`src/rtl/cf_i2s_pkg.sv`:
```
// Shared definitions for the CF_I2S transmit path: frame geometry, serial
// format select and the stereo frame record held in the FIFO.
package cf_i2s_pkg;

  localparam int unsigned FRAME_BITS = 64;
  localparam int unsigned SLOT_BITS  = 32;
  localparam int unsigned POS_W      = $clog2(FRAME_BITS);

  typedef enum logic {
    I2S            = 1'b0,
    LEFT_JUSTIFIED = 1'b1
  } fmt_e;

  typedef struct packed {
    logic [SLOT_BITS-1:0] left;
    logic [SLOT_BITS-1:0] right;
  } frame_t;

  // Serial bit for slot position idx: MSB of the ss+1 bit sample first,
  // zero padding once the sample is exhausted.
  function automatic logic slot_bit(input logic [SLOT_BITS-1:0] sample,
                                    input logic [4:0]           ss,
                                    input logic [4:0]           idx);
    if (idx <= ss) begin
      return sample[ss - idx];
    end
    return 1'b0;
  endfunction

  // Word select for frame position pos. I2S leads the data by one bit.
  function automatic logic ws_bit(input fmt_e fmt, input logic [POS_W-1:0] pos);
    logic [POS_W-1:0] nxt;
    nxt = pos + 1'b1;
    return (fmt == I2S) ? nxt[POS_W-1] : pos[POS_W-1];
  endfunction

endpackage

```
`src/rtl/cf_i2s_tx_if.sv`:
```
// Stereo sample stream into the I2S transmitter (valid/ready handshake).
interface cf_i2s_tx_if;
  import cf_i2s_pkg::*;

  logic                 in_valid;
  logic                 in_ready;
  logic [SLOT_BITS-1:0] in_left;
  logic [SLOT_BITS-1:0] in_right;

  modport master (
    output in_valid,
    output in_left,
    output in_right,
    input  in_ready
  );

  modport slave (
    input  in_valid,
    input  in_left,
    input  in_right,
    output in_ready
  );

endinterface

```
`src/rtl/cf_i2s_tx_fifo.sv`:
```
// Synchronous frame FIFO for the I2S transmitter. Pushes when full and pops
// when empty are ignored; no bypass path from write to read.
module cf_i2s_tx_fifo
  import cf_i2s_pkg::*;
#(
  parameter int unsigned FIFO_AW = 2
) (
  input  logic             clk_i,
  input  logic             rst_i,
  input  logic             push,
  input  frame_t           wdata,
  input  logic             pop,
  output frame_t           rdata,
  output logic [FIFO_AW:0] level,
  output logic             full,
  output logic             empty
);

  localparam int unsigned DEPTH = 1 << FIFO_AW;

  frame_t             mem [DEPTH];
  logic [FIFO_AW-1:0] wr_ptr;
  logic [FIFO_AW-1:0] rd_ptr;
  logic               do_push;
  logic               do_pop;

  // Level never exceeds DEPTH, so its top bit alone marks full.
  assign full    = level[FIFO_AW];
  assign empty   = (level == '0);
  assign do_push = push && !full;
  assign do_pop  = pop && !empty;
  assign rdata   = mem[rd_ptr];

  // Storage array, written on accepted pushes.
  always_ff @(posedge clk_i) begin
    if (do_push) begin
      mem[wr_ptr] <= wdata;
    end
  end

  // Pointers and occupancy count.
  always_ff @(posedge clk_i or posedge rst_i) begin
    if (rst_i) begin
      wr_ptr <= '0;
      rd_ptr <= '0;
      level  <= '0;
    end else begin
      if (do_push) begin
        wr_ptr <= wr_ptr + 1'b1;
      end
      if (do_pop) begin
        rd_ptr <= rd_ptr + 1'b1;
      end
      case ({do_push, do_pop})
        2'b10:   level <= level + 1'b1;
        2'b01:   level <= level - 1'b1;
        default: level <= level;
      endcase
    end
  end

endmodule

```
`src/rtl/cf_i2s_tx.sv`:
```
// I2S master transmitter: buffers stereo frames from a valid/ready stream and
// serialises them on sck/ws/sdo as 64-bit frames of two 32-bit slots, in I2S
// or left-justified format.
module cf_i2s_tx
  import cf_i2s_pkg::*;
#(
  parameter int unsigned FIFO_AW = 2
) (
  input  logic             clk_i,
  input  logic             rst_i,
  input  logic             en,
  input  logic [7:0]       prescale,
  input  logic [4:0]       sample_size,
  input  logic             left_justify,
  cf_i2s_tx_if.slave       stream,
  output logic             sck,
  output logic             ws,
  output logic             sdo,
  output logic [FIFO_AW:0] fifo_level,
  output logic             fifo_full,
  output logic             fifo_empty,
  output logic             underflow
);

  logic [7:0]       cnt;
  logic [7:0]       ps_q;
  logic [POS_W-1:0] p;
  logic [POS_W-1:0] p_next;
  logic [4:0]       ss;
  frame_t           hold;
  frame_t           fifo_rdata;
  frame_t           push_data;
  logic             push;
  logic             tick;
  logic             fall;
  logic             frame_start;
  logic [4:0]       ss_eff;
  frame_t           hold_eff;
  logic [31:0]      sample_eff;
  logic             sdo_next;

  assign stream.in_ready = !fifo_full;
  assign push            = stream.in_valid && !fifo_full;
  assign push_data       = '{left: stream.in_left, right: stream.in_right};

  assign tick        = en && (cnt == ps_q);
  assign fall        = tick && sck;
  assign p_next      = p + 1'b1;
  assign frame_start = fall && (p_next == '0);

  cf_i2s_tx_fifo #(
    .FIFO_AW (FIFO_AW)
  ) u_fifo (
    .clk_i (clk_i),
    .rst_i (rst_i),
    .push  (push),
    .wdata (push_data),
    .pop   (frame_start),
    .rdata (fifo_rdata),
    .level (fifo_level),
    .full  (fifo_full),
    .empty (fifo_empty)
  );

  // Next serial bit. At frame start the first bit must come from the frame
  // being popped in the same clock, so the freshly loaded values are used.
  always_comb begin
    ss_eff   = ss;
    hold_eff = hold;
    if (frame_start) begin
      ss_eff   = sample_size;
      hold_eff = fifo_empty ? '0 : fifo_rdata;
    end
    sample_eff = p_next[POS_W-1] ? hold_eff.right : hold_eff.left;
    sdo_next   = slot_bit(sample_eff, ss_eff, p_next[4:0]);
  end

  // Prescaler and bit clock; prescale is sampled only at wrap so a new value
  // never truncates a half period in progress.
  always_ff @(posedge clk_i or posedge rst_i) begin
    if (rst_i) begin
      cnt  <= '0;
      ps_q <= '0;
      sck  <= 1'b0;
    end else if (!en) begin
      cnt  <= '0;
      ps_q <= prescale;
      sck  <= 1'b0;
    end else if (tick) begin
      cnt  <= '0;
      ps_q <= prescale;
      sck  <= ~sck;
    end else begin
      cnt  <= cnt + 8'd1;
    end
  end

  // Frame position, holding registers and ws/sdo, all advanced on sck falls.
  always_ff @(posedge clk_i or posedge rst_i) begin
    if (rst_i) begin
      p         <= '1;
      ss        <= '0;
      hold      <= '0;
      ws        <= 1'b0;
      sdo       <= 1'b0;
      underflow <= 1'b0;
    end else begin
      underflow <= 1'b0;
      if (!en) begin
        p   <= '1;
        ws  <= 1'b0;
        sdo <= 1'b0;
      end else if (fall) begin
        p   <= p_next;
        ws  <= ws_bit(fmt_e'(left_justify), p_next);
        sdo <= sdo_next;
        if (frame_start) begin
          ss        <= ss_eff;
          hold      <= hold_eff;
          underflow <= fifo_empty;
        end
      end
    end
  end

endmodule

```
`src/flat_wrapper.sv`:
```
// flat-port wrapper written by rule: the top's interface ports become plain ports
module cf_i2s_tx_flat import cf_i2s_pkg::*;
#(
  parameter int unsigned FIFO_AW = 2
)
  (clk_i, rst_i, en, prescale, sample_size, left_justify, sck, ws, sdo, fifo_level, fifo_full, fifo_empty, underflow, stream_in_valid, stream_in_left, stream_in_right, stream_in_ready);
  cf_i2s_tx_if stream_i ();
  input  logic clk_i;
  input  logic rst_i;
  input  logic en;
  input  logic [7:0] prescale;
  input  logic [4:0] sample_size;
  input  logic left_justify;
  output logic sck;
  output logic ws;
  output logic sdo;
  output logic [FIFO_AW:0] fifo_level;
  output logic fifo_full;
  output logic fifo_empty;
  output logic underflow;
  input wire logic [$bits(stream_i.in_valid)-1:0] stream_in_valid;
  input wire logic [$bits(stream_i.in_left)-1:0] stream_in_left;
  input wire logic [$bits(stream_i.in_right)-1:0] stream_in_right;
  output wire logic [$bits(stream_i.in_ready)-1:0] stream_in_ready;
  assign stream_i.in_valid = stream_in_valid;
  assign stream_i.in_left = stream_in_left;
  assign stream_i.in_right = stream_in_right;
  assign stream_in_ready = stream_i.in_ready;
  cf_i2s_tx #(.FIFO_AW(FIFO_AW)) u_core (.clk_i(clk_i), .rst_i(rst_i), .en(en), .prescale(prescale), .sample_size(sample_size), .left_justify(left_justify), .stream(stream_i), .sck(sck), .ws(ws), .sdo(sdo), .fifo_level(fifo_level), .fifo_full(fifo_full), .fifo_empty(fifo_empty), .underflow(underflow));
endmodule
```
`config.mk`:
```
export PLATFORM = sky130hd
export DESIGN_NAME = cf_i2s_tx_flat
export DESIGN_NICKNAME = d
export VERILOG_FILES = /design/src/rtl/cf_i2s_pkg.sv /design/src/rtl/cf_i2s_tx_if.sv /design/src/rtl/cf_i2s_tx_fifo.sv /design/src/rtl/cf_i2s_tx.sv /design/src/flat_wrapper.sv
export SDC_FILE = /design/constraint.sdc
export NUM_CORES = 1
export LEC_CHECK = 0
export BUFFER_PORTS_ARGS = -buffer_cell sky130_fd_sc_hd__buf_2
export CAP_MARGIN = 20
export CORE_MARGIN = 2
export CORE_UTILIZATION = 43
export DETAILED_ROUTE_END_ITERATION = 8
export GPL_ROUTABILITY_DRIVEN = 0
export MAX_ROUTING_LAYER = met4
export PLACE_DENSITY = 0.67
export SLEW_MARGIN = 20
export SYNTH_ARGS = -nofsm -noshare
export SYNTH_HDL_FRONTEND = slang
export SYNTH_SLANG_ARGS = --single-unit
```
`constraint.sdc`:
```
create_clock -name clk_i -period 5.3 [get_ports clk_i]
set_input_delay 0.53 -clock clk_i [delete_from_list [all_inputs] [get_ports clk_i]]
set_output_delay 0.53 -clock clk_i [all_outputs]
set_load 0.005 [all_outputs]
```
Yosys cells after proc, flatten, opt, wreduce, memory -nomap -nowiden
Memory sizes are Yosys's and may differ from the RTL's.
Cells that the tools add are included.
- bits in writable memories: 256
- bits in registers: 102
- word-level logic and storage cells: 70
- input port bits: 82
- memories kept: 1
- memories (memory ; depth ; width ; read ports ; clocked after Yosys merged registers in ; write ports ; line ; source):
    u_core.u_fifo.mem ; 4 ; 64 ; 1 ; 0 ; 1 ; cf_i2s_tx_fifo.sv:21 ; frame_t mem [DEPTH];
- muxes and demuxes: 28
- equality and inequality tests: 5
- reduce and logical (&&, ||, !) cells: 12
- bitwise logic cells: 1
- add/subtract/negate cells: 8
- magnitude comparators: 2
- operators with widths (cell ; number):
    $mux 64 ; 2
    $mux 32 ; 1
    $mux 8 ; 4
    $mux 1 ; 16
    $add 6x1->6 const B ; 2
    $mux 6 ; 2
    $add 8x1->8 const B ; 1
    $eq 8x8->1 ; 1
    $logic_and 1x1->1 ; 6
    $logic_not 6->1 ; 1
    $lt 5x6->1 const B ; 1
    $pmux 3 s2 ; 1
    $bmux 1 s5 ; 1
    $le 5x5->1 ; 1
    $mux 5 ; 1
    $sub 5x5->5 ; 1
    $add 2x1->2 const B ; 2
    $ne 2x1->1 const B ; 2
    $add 3x1->3 const B ; 1
    $logic_not 3->1 ; 1
    $reduce_and 3->1 ; 1
    $sub 3x1->3 const B ; 1
    $eq 2x1->1 const B ; 1
    $eq 2x2->1 const B ; 1
    other kinds (3) ; 4

Logic depth before layout (Yosys ltp)
Gate-level depths: netlist of the first run.
- depth after elaboration: 12
- mapped depth: 23
- gate-level depth less buffers: 20

Hierarchy
A second synthesis of the first run with hierarchy kept.
- cell total of the unflattened synthesis: 937
- area total of the unflattened synthesis: 14760.4 µm²
- by module, submodules not included (module ; times used ; area each (µm²) ; cells an instance):
    cf_i2s_tx_fifo ; 1 ; 9653.0 ; 374
    cf_i2s_tx ; 1 ; 5107.4 ; 563

Worst setup path before layout of the first run
No wires, ideal clock.
- kind: reg2reg
- start point: register u_core.p[0]
- end point: register u_core.sdo
- clock period less this slack: 4571 ps
- cell stages (with the launch flop): 23
- arrival time: 4444 ps
- data required time: 5174 ps
- path slack: 729 ps
- path through: dfstp_2 > ha_1 > a31o_1 > nor3b_4 > buf_4 > nand3_2 > clkbuf_1 > buf_1 > nand2_1 > nand2_1 > inv_1 > ha_1 > inv_1 > fa_1 > a21o_1 > a21oi_1 > xnor2_1 > o21ai_0 > a2111oi_1 > a41oi_1 > o221ai_1 > nor3_1 > o32a_1
- cells in the longest elaborated chain, start to end: 11
- elaborated cells between the ends (all ways): 15
- those cells by class: add/sub (2); order compare (1); mux (10); reduce/logical (2)
- ends and longest elaborated chain (item ; line ; source):
    from (decl) ; cf_i2s_tx.sv:27 ; logic [POS_W-1:0] p;
    from (signal assigned) ; cf_i2s_tx.sv:114 ; p <= p_next;
    $add 6x1->6 * ; cf_i2s_tx.sv:48 ; assign p_next = p + 1'b1;
    $logic_not 6->1 ; cf_i2s_tx.sv:49 ; assign frame_start = fall && (p_next == '0);
    $logic_and 1x1->1 ; cf_i2s_tx.sv:49 ;
    $mux 5 / $mux 64 (equally long branches) ; cf_i2s_tx.sv:70 ; if (frame_start) begin
    $sub 5x5->5 / $mux 32 (equally long branches) ; cf_i2s_pkg.sv:25, cf_i2s_tx.sv:74 ;
    $bmux 1 s5 ; cf_i2s_pkg.sv:25 ; return sample[ss - idx];
    $mux 1 (not written as such) ; cf_i2s_pkg.sv:25 ;
    $mux 1 ; cf_i2s_pkg.sv:24 ; if (idx <= ss) begin
    $mux 1 * ; cf_i2s_pkg.sv:27 ; return 1'b0;
    $mux 1 * ; cf_i2s_tx.sv:113 ; end else if (fall) begin
    $mux 1 * ; cf_i2s_tx.sv:109 ; if (!en) begin
    to (signal assigned) ; cf_i2s_tx.sv:116 ; sdo <= sdo_next;
    to (decl) ; cf_i2s_tx.sv:18 ; output logic sdo,
Mark *: on every way between the ends. The rest lies on a longest branch, timed or not. The select of a mux whose other input is x is not followed.
A chain may end at the register's enable or synchronous reset.

Worst setup path in the final report of the first run
Ends and elaborated chain as after synthesis.

==> impl_metrics.json, run 1 <==
{
  "stdcell_count": 1542,
  "startpoint": "u_core.p[0]",
  "die_h_um": 189,
  "cpMaxStageDelayCell": "dfstp_2",
  "crit_buf_inv": 4,
  "synth_cell_type_count": 63,
  "post-dp-hpwl_mm": 20.1,
  "crit_path_max_fanout": 15,
  "layout.nets": 1162,
  "top_layer": "met4",
  "async_flop_share": 0.285,
  "drtIter0Drc": 654,
  "worstSetupPathType": "reg2reg",
  "drt-wirelength-per-cell_um": 20.0,
  "cts_sinks": 358,
  "syn_avg_cell_area_um2": 15.3,
  "wirelength_mm": 30.9,
  "die-area_mm2": 0.0356,
  "cts_hold_buf": 0,
  "grt_overflow": 0,
  "crit_required_ps": 5690,
  "cts_tree": "built",
  "final_common_cell": "edfxtp_1",
  "arrival_ps": 5150,
  "maxCapViolCount": 0,
  "fin_skew_ps": 24.7,
  "start_util": 0.438,
  "whs_ps": 144,
  "clk_root_buffer_cell": "clkbuf_16",
  "seq_area_frac_synth": 0.698,
  "vias": 8261,
  "mostFrequentLayoutCells": "edfxtp_1 (256), nand2_1 (209), dfrtp_1 (94)",
  "gr-usage-all-layers": 0.182,
  "hold_class": "in2async",
  "io_buffers": 91,
  "post-route-period-util": 0.899,
  "grt_pass1_vias": 8456,
  "crit_chain": "ha_1, nor3_1, a31o_1, nor3b_4, buf_4, and3_1, buf_4, nand2_1, nand2_1, inv_1, ha_1, inv_1, fa_1, a21o_1, a21oi_1, xnor2_1, o21ai_0, a2111oi_1, a41oi_1, o221ai_1, nor3_1, o32a_1",
  "min_period_ps": 4760,
  "max_stage_delay_ps": 590,
  "setup_ws_ps": 537,
  "finalSetupViolations": 0,
  "cts_resized": 0,
  "first_pass_iters": 6,
  "leakagePower_nw": 6.35,
  "reg2reg_from": "u_core.p[0]",
  "clk_pin_slew_worst_paths_ps": 60,
  "pin_count": 92,
  "ant_nets": 0,
  "grt_max_degree": 55,
  "ys_ff_latch": 358,
  "syn_area_mm2": 0.0147,
  "die_x_um": 189,
  "wl_met3_mm": 1.78,
  "worst_pin_slew_ps": 956,
  "clock_path_buffers": 3,
  "cp_top_family": "compound AO/OA/AOI/OAI gates",
  "clock_latency_ps": 510,
  "synth_ff_type": "edfxtp_1",
  "slew_violations": 0,
  "clock.fmax_mhz": 210,
  "cts_setup_buffers": 0,
  "setup_tns_ps": 0,
  "core_mm2": 0.0335,
  "wl_met2_mm": 15.1,
  "status": "completed",
  "drcViolationCount": 0,
  "irDropWorstVdd_mv": 0.249,
  "grt_first_pass_wirelength_mm": 48.6,
  "drive_above_1_share": 0.242,
  "htree_levels": 2,
  "synth_edf_count": 256,
  "post-place-cells": 1474,
  "rsz0062_at_grt": "no",
  "synth_warnings": 0,
  "crit_path_start_kind": "flop",
  "synth_nets": 1055,
  "hold_viol_final": 0,
  "antenna_found_initial": 2,
  "placement_rows": 67,
  "syn_inst": 958,
  "met1_length_mm": 13.3,
  "pre_cts_ws_ps": 630,
  "endpoint_kind": "flop",
  "via_per_inst": 5.36,
  "cts_buffers": 37,
  "max-slew-margin-rel": 0.361,
  "power_density_mw_per_mm2": 383,
  "area_delta_synth_final_pct": 14.8,
  "num-fill-cells": 2870
}
## final timing paths
path	end	slack, ps	cells after the start
setup / recovery	u_core.sdo	540	22
min in group clk_i	u_core.u_fifo.mem[0][47]	230	1
max in group asynchronous	u_core.u_fifo.rd_ptr[0]	3990	3
hold reg to reg	u_core.hold[52]	460	2
setup reg to reg	u_core.sdo	540	22
hold / removal	u_core.ps_q[6]	140	2
## sequential cells by signal (all words and copies together), names as in the netlist
name                  flops
u_core.hold              64
u_core.underflow          1
u_core.cnt                8
u_core.u_fifo.wr_ptr      2
u_core.u_fifo.rd_ptr      2
u_core.ss                 5
u_core.sck                1
u_core.u_fifo.level       3
u_core.sdo                1
u_core.ps_q               8
u_core.p                  6
u_core.u_fifo.mem       256
u_core.ws                 1
## cell usage after synthesis (all sizes together), types with 6 or more instances
cell	instances	area (µm²)
nand3	25	135
a31oi	18	113
ha	13	163
buf	25	134
edfxtp	256	7690
o211ai	6	45.0
clkbuf	20	75.1
and2	7	43.8
nand2	209	785
mux2i	6	60.1
mux4	64	1440
xnor2	23	209
xor2	12	124
o21ai	22	110
dfstp	6	158
dfrtp	96	2400
nor2	24	90.1
a21oi	8	40.0
nor3	9	45.0
mux2	12	139
inv	30	113
## cell type report
type / instances / area [µm²] / share of cell area
diodes: 1 / 2.50 / 0.000148
clock buffers: 52 / 992 / 0.0589
clock inverters: 15 / 186 / 0.0111
inverters: 30 / 115 / 0.00683
multi-input cells: 525 / 4130 / 0.245
flip-flops and latches: 358 / 10300 / 0.608
well taps: 448 / 561 / 0.0333
repair buffers: 113 / 621 / 0.0368
## layer usage
| layer | vias to the layer above | track usage |
|---|---|---|
| li1 | 3772 | - |
| met1 | 4148 | 0.244 |
| met3 | 61 | 0.0294 |
| met5 | - | - |
| met4 | 0 | 0.0517 |
| met2 | 280 | 0.290 |
## metrics by stage
| step | power, W | area (µm²) | util |
|---|---|---|---|
| 2_1_floorplan | 0.00377 | 14700 | - |
| 3_3_place_gp | 0.00399 | 15700 | 0.467 |
| 3_5_place_dp | 0.00401 | 15700 | 0.467 |
| 4_1_cts | 0.00654 | 16900 | 0.503 |
| 5_1_grt | 0.00672 | 16900 | 0.503 |
| 6_report | 0.00646 | 16900 | 0.503 |
## cell families (layout without fill, tap and decap cells)
logic type / Yosys count / count (layout) / share of synthesized area
multiplexers: 82 / 82 / 0.112
AND/OR/NAND/NOR: 299 / 299 / 0.0874
XOR/XNOR: 35 / 35 / 0.0227
other: 0 / 1 / 0
buffers and inverters: 75 / 210 / 0.0219
flip-flops: 358 / 358 / 0.698
AO/OA/AOI/OAI: 94 / 94 / 0.0442
adder cells (fa/ha/maj): 15 / 15 / 0.0138
## power by group
| group | leakage [nW] | internal, W | switching, W |
|---|---|---|---|
| Combinational | 2.13 | 0.000175 | 0.000355 |
| Sequential | 3.65 | 0.00334 | 0.0000695 |
| Clock | 0.565 | 0.00151 | 0.00102 |
Note: power is estimated with default switching activity, not from simulation.
==> inputs of run 2 (changes only) <==
==> constraint.sdc (replaced) <==
create_clock -name clk_i -period 5.3 [get_ports clk_i]
set_input_delay 1.06 -clock clk_i [delete_from_list [all_inputs] [get_ports clk_i]]
set_output_delay 1.06 -clock clk_i [all_outputs]
set_load 0.005 [all_outputs]
==> impl_metrics.json, run 2 (same netlist as run 1, synthesis figures left out) <==
{
  "fin_skew_ps": 19.8,
  "htree_levels": 2,
  "grt_max_degree": 61,
  "rsz0062_at_grt": "no",
  "register_area_mm2": 0.0103,
  "crit_path_max_fanout": 15,
  "drcViolationCount": 0,
  "antenna_found_initial": 1,
  "hold_class": "reg2reg",
  "p_int_w": 0.00500,
  "cts_hold_buf": 0,
  "irDropWorstVdd_mv": 0.286,
  "placement_rows": 67,
  "cts_resized": 0,
  "via_per_inst": 5.36,
  "grt_overflow": 0,
  "start_util": 0.438,
  "final_core_util": 0.503,
  "post-place-cells": 1471,
  "crit_chain": "ha_1, nor3_1, a31o_1, nor3b_4, buf_4, and3_1, nand2_1, nand2_1, inv_1, ha_1, inv_1, fa_1, a21o_1, a21oi_1, xnor2_1, o21ai_0, a2111oi_1, a41oi_1, o221ai_1, nor3_1, o32a_1",
  "crit_buf_inv": 3,
  "area_delta_synth_final_pct": 15.0,
  "cpMaxStageDelayCell": "dfstp_2",
  "worstSetupPathType": "reg2reg",
  "grt_first_pass_wirelength_mm": 48.4,
  "final_area_mm2": 0.0169,
  "clk_pin_slew_worst_paths_ps": 60,
  "finalSetupViolations": 0,
  "endpoint_kind": "flop",
  "largest_reg_flops": 256,
  "drive_above_1_share": 0.239,
  "ant_nets": 0,
  "max_stage_delay_ps": 590,
  "clkPwrFrac": 0.387,
  "clock_path_buffers": 3,
  "die_x_um": 189,
  "finalPower_w": 0.00644,
  "die-area_mm2": 0.0356,
  "switching_power_w": 0.00144,
  "core_mm2": 0.0335,
  "multi_input_area_mm2": 0.00413,
  "max-slew-margin-rel": 0.394,
  "die_h_um": 189,
  "worst_pin_slew_ps": 909,
  "crit_path_start_kind": "flop",
  "layout.nets": 1159,
  "final_common_cell": "edfxtp_1",
  "pin_count": 92,
  "leakagePower_nw": 6.35,
  "regMostFlops": "u_core.u_fifo.mem",
  "cp_top_family": "compound AO/OA/AOI/OAI gates",
  "first_pass_iters": 5,
  "io_buffers": 91,
  "stdcell_count": 1539,
  "clock_latency_ps": 520,
  "num-fill-cells": 2820,
  "clk_root_buffer_cell": "clkbuf_16",
  "reg_top3": "u_core.u_fifo.mem x256, u_core.hold x64",
  "cts_tree": "built",
  "maxCapViolCount": 0,
  "arrival_ps": 4960,
  "mostFrequentLayoutCells": "edfxtp_1 (256), nand2_1 (209), dfrtp_1 (94)",
  "grt_pass1_vias": 8416,
  "cts_buffers": 37,
  "slew_violations": 0,
  "dpl-instance-area_mm2": 0.0157,
  "cts_sinks": 358,
  "crit_required_ps": 5710,
  "setup_tns_ps": 0,
  "p_comb_frac": 0.083,
  "gr-usage-all-layers": 0.181,
  "post-dp-hpwl_mm": 20.3,
  "power_density_mw_per_mm2": 381,
  "swShare": 0.224,
  "clock.fmax_mhz": 220,
  "drt-wirelength-per-cell_um": 19.8,
  "status": "completed",
  "post-route-period-util": 0.859,
  "vias": 8245,
  "wirelength_mm": 30.5,
  "min_period_ps": 4550,
  "drtIter0Drc": 605,
  "hold_viol_final": 0,
  "power_frac_seq": 0.529,
  "cts_setup_buffers": 0
}
-- run 2: cell types whose count changed in the layout (fill, tap and decap cells not counted), sizes merged --
| cell | delta |
|---|---|
| buf | -3 |
| bufinv | -3 |
| clkbuf | +8 |
| clkinvlp | -2 |
| inv | -3 |
-- run 2: worst paths after layout --
path                            startpoint                       to  slack [ps]  cells past startpoint
setup / recovery               u_core.p[0]               u_core.sdo         750                     21
setup reg to reg               u_core.p[0]               u_core.sdo         750                     21
max in group asynchronous            rst_i  u_core.u_fifo.rd_ptr[0]        3550                      3
hold reg to reg            u_core.hold[39]          u_core.hold[39]         460                      2
min in group asynchronous            rst_i               u_core.sck         670                      2
hold / removal             u_core.hold[39]          u_core.hold[39]         460                      2
-- run 2: layout make-up --
cell class	count	share of cell area
tap	448	0.0332
antenna	1	0.000148
timing repair buffer	110	0.0384
clock buffer	60	0.0654
clock inverter	7	0.00430
sequential	358	0.607
multi-input combinational	525	0.244
inverter	30	0.00682
-- run 2: power groups by stage --
stage          Sequential, W  Clock, W  Combinational (W)
3_3_place_gp         0.00345         0           0.000543
4_1_cts              0.00341   0.00255           0.000553
2_1_floorplan        0.00346         0           0.000312
5_1_grt              0.00343   0.00267           0.000599
3_5_place_dp         0.00347         0           0.000551
6_report             0.00341   0.00249           0.000537
-- run 2: metrics by stage --
stage | hold slack [ps] | setup WS, ps
floorplan | 426 | 529
global placement | 440 | 654
detailed placement | 450 | 569
CTS | 463 | 774
global route | 475 | 441
finish | 462 | 747
-- run 2: tightest hold or removal path: cells and delay by family, from the launching register on --
| family | cells | cell delay [ps] |
|---|---|---|
| flops | 1 | 340 |
| simple gates | 2 | 100 |
-- run 2: per-layer routing --
metal  track usage  vias to the layer above  share of wire
met5             -                        -              0
met2         0.282                      248           0.49
li1              -                     3767              -
met4        0.0574                        0          0.022
met1         0.246                     4178           0.44
met3        0.0311                       52          0.055
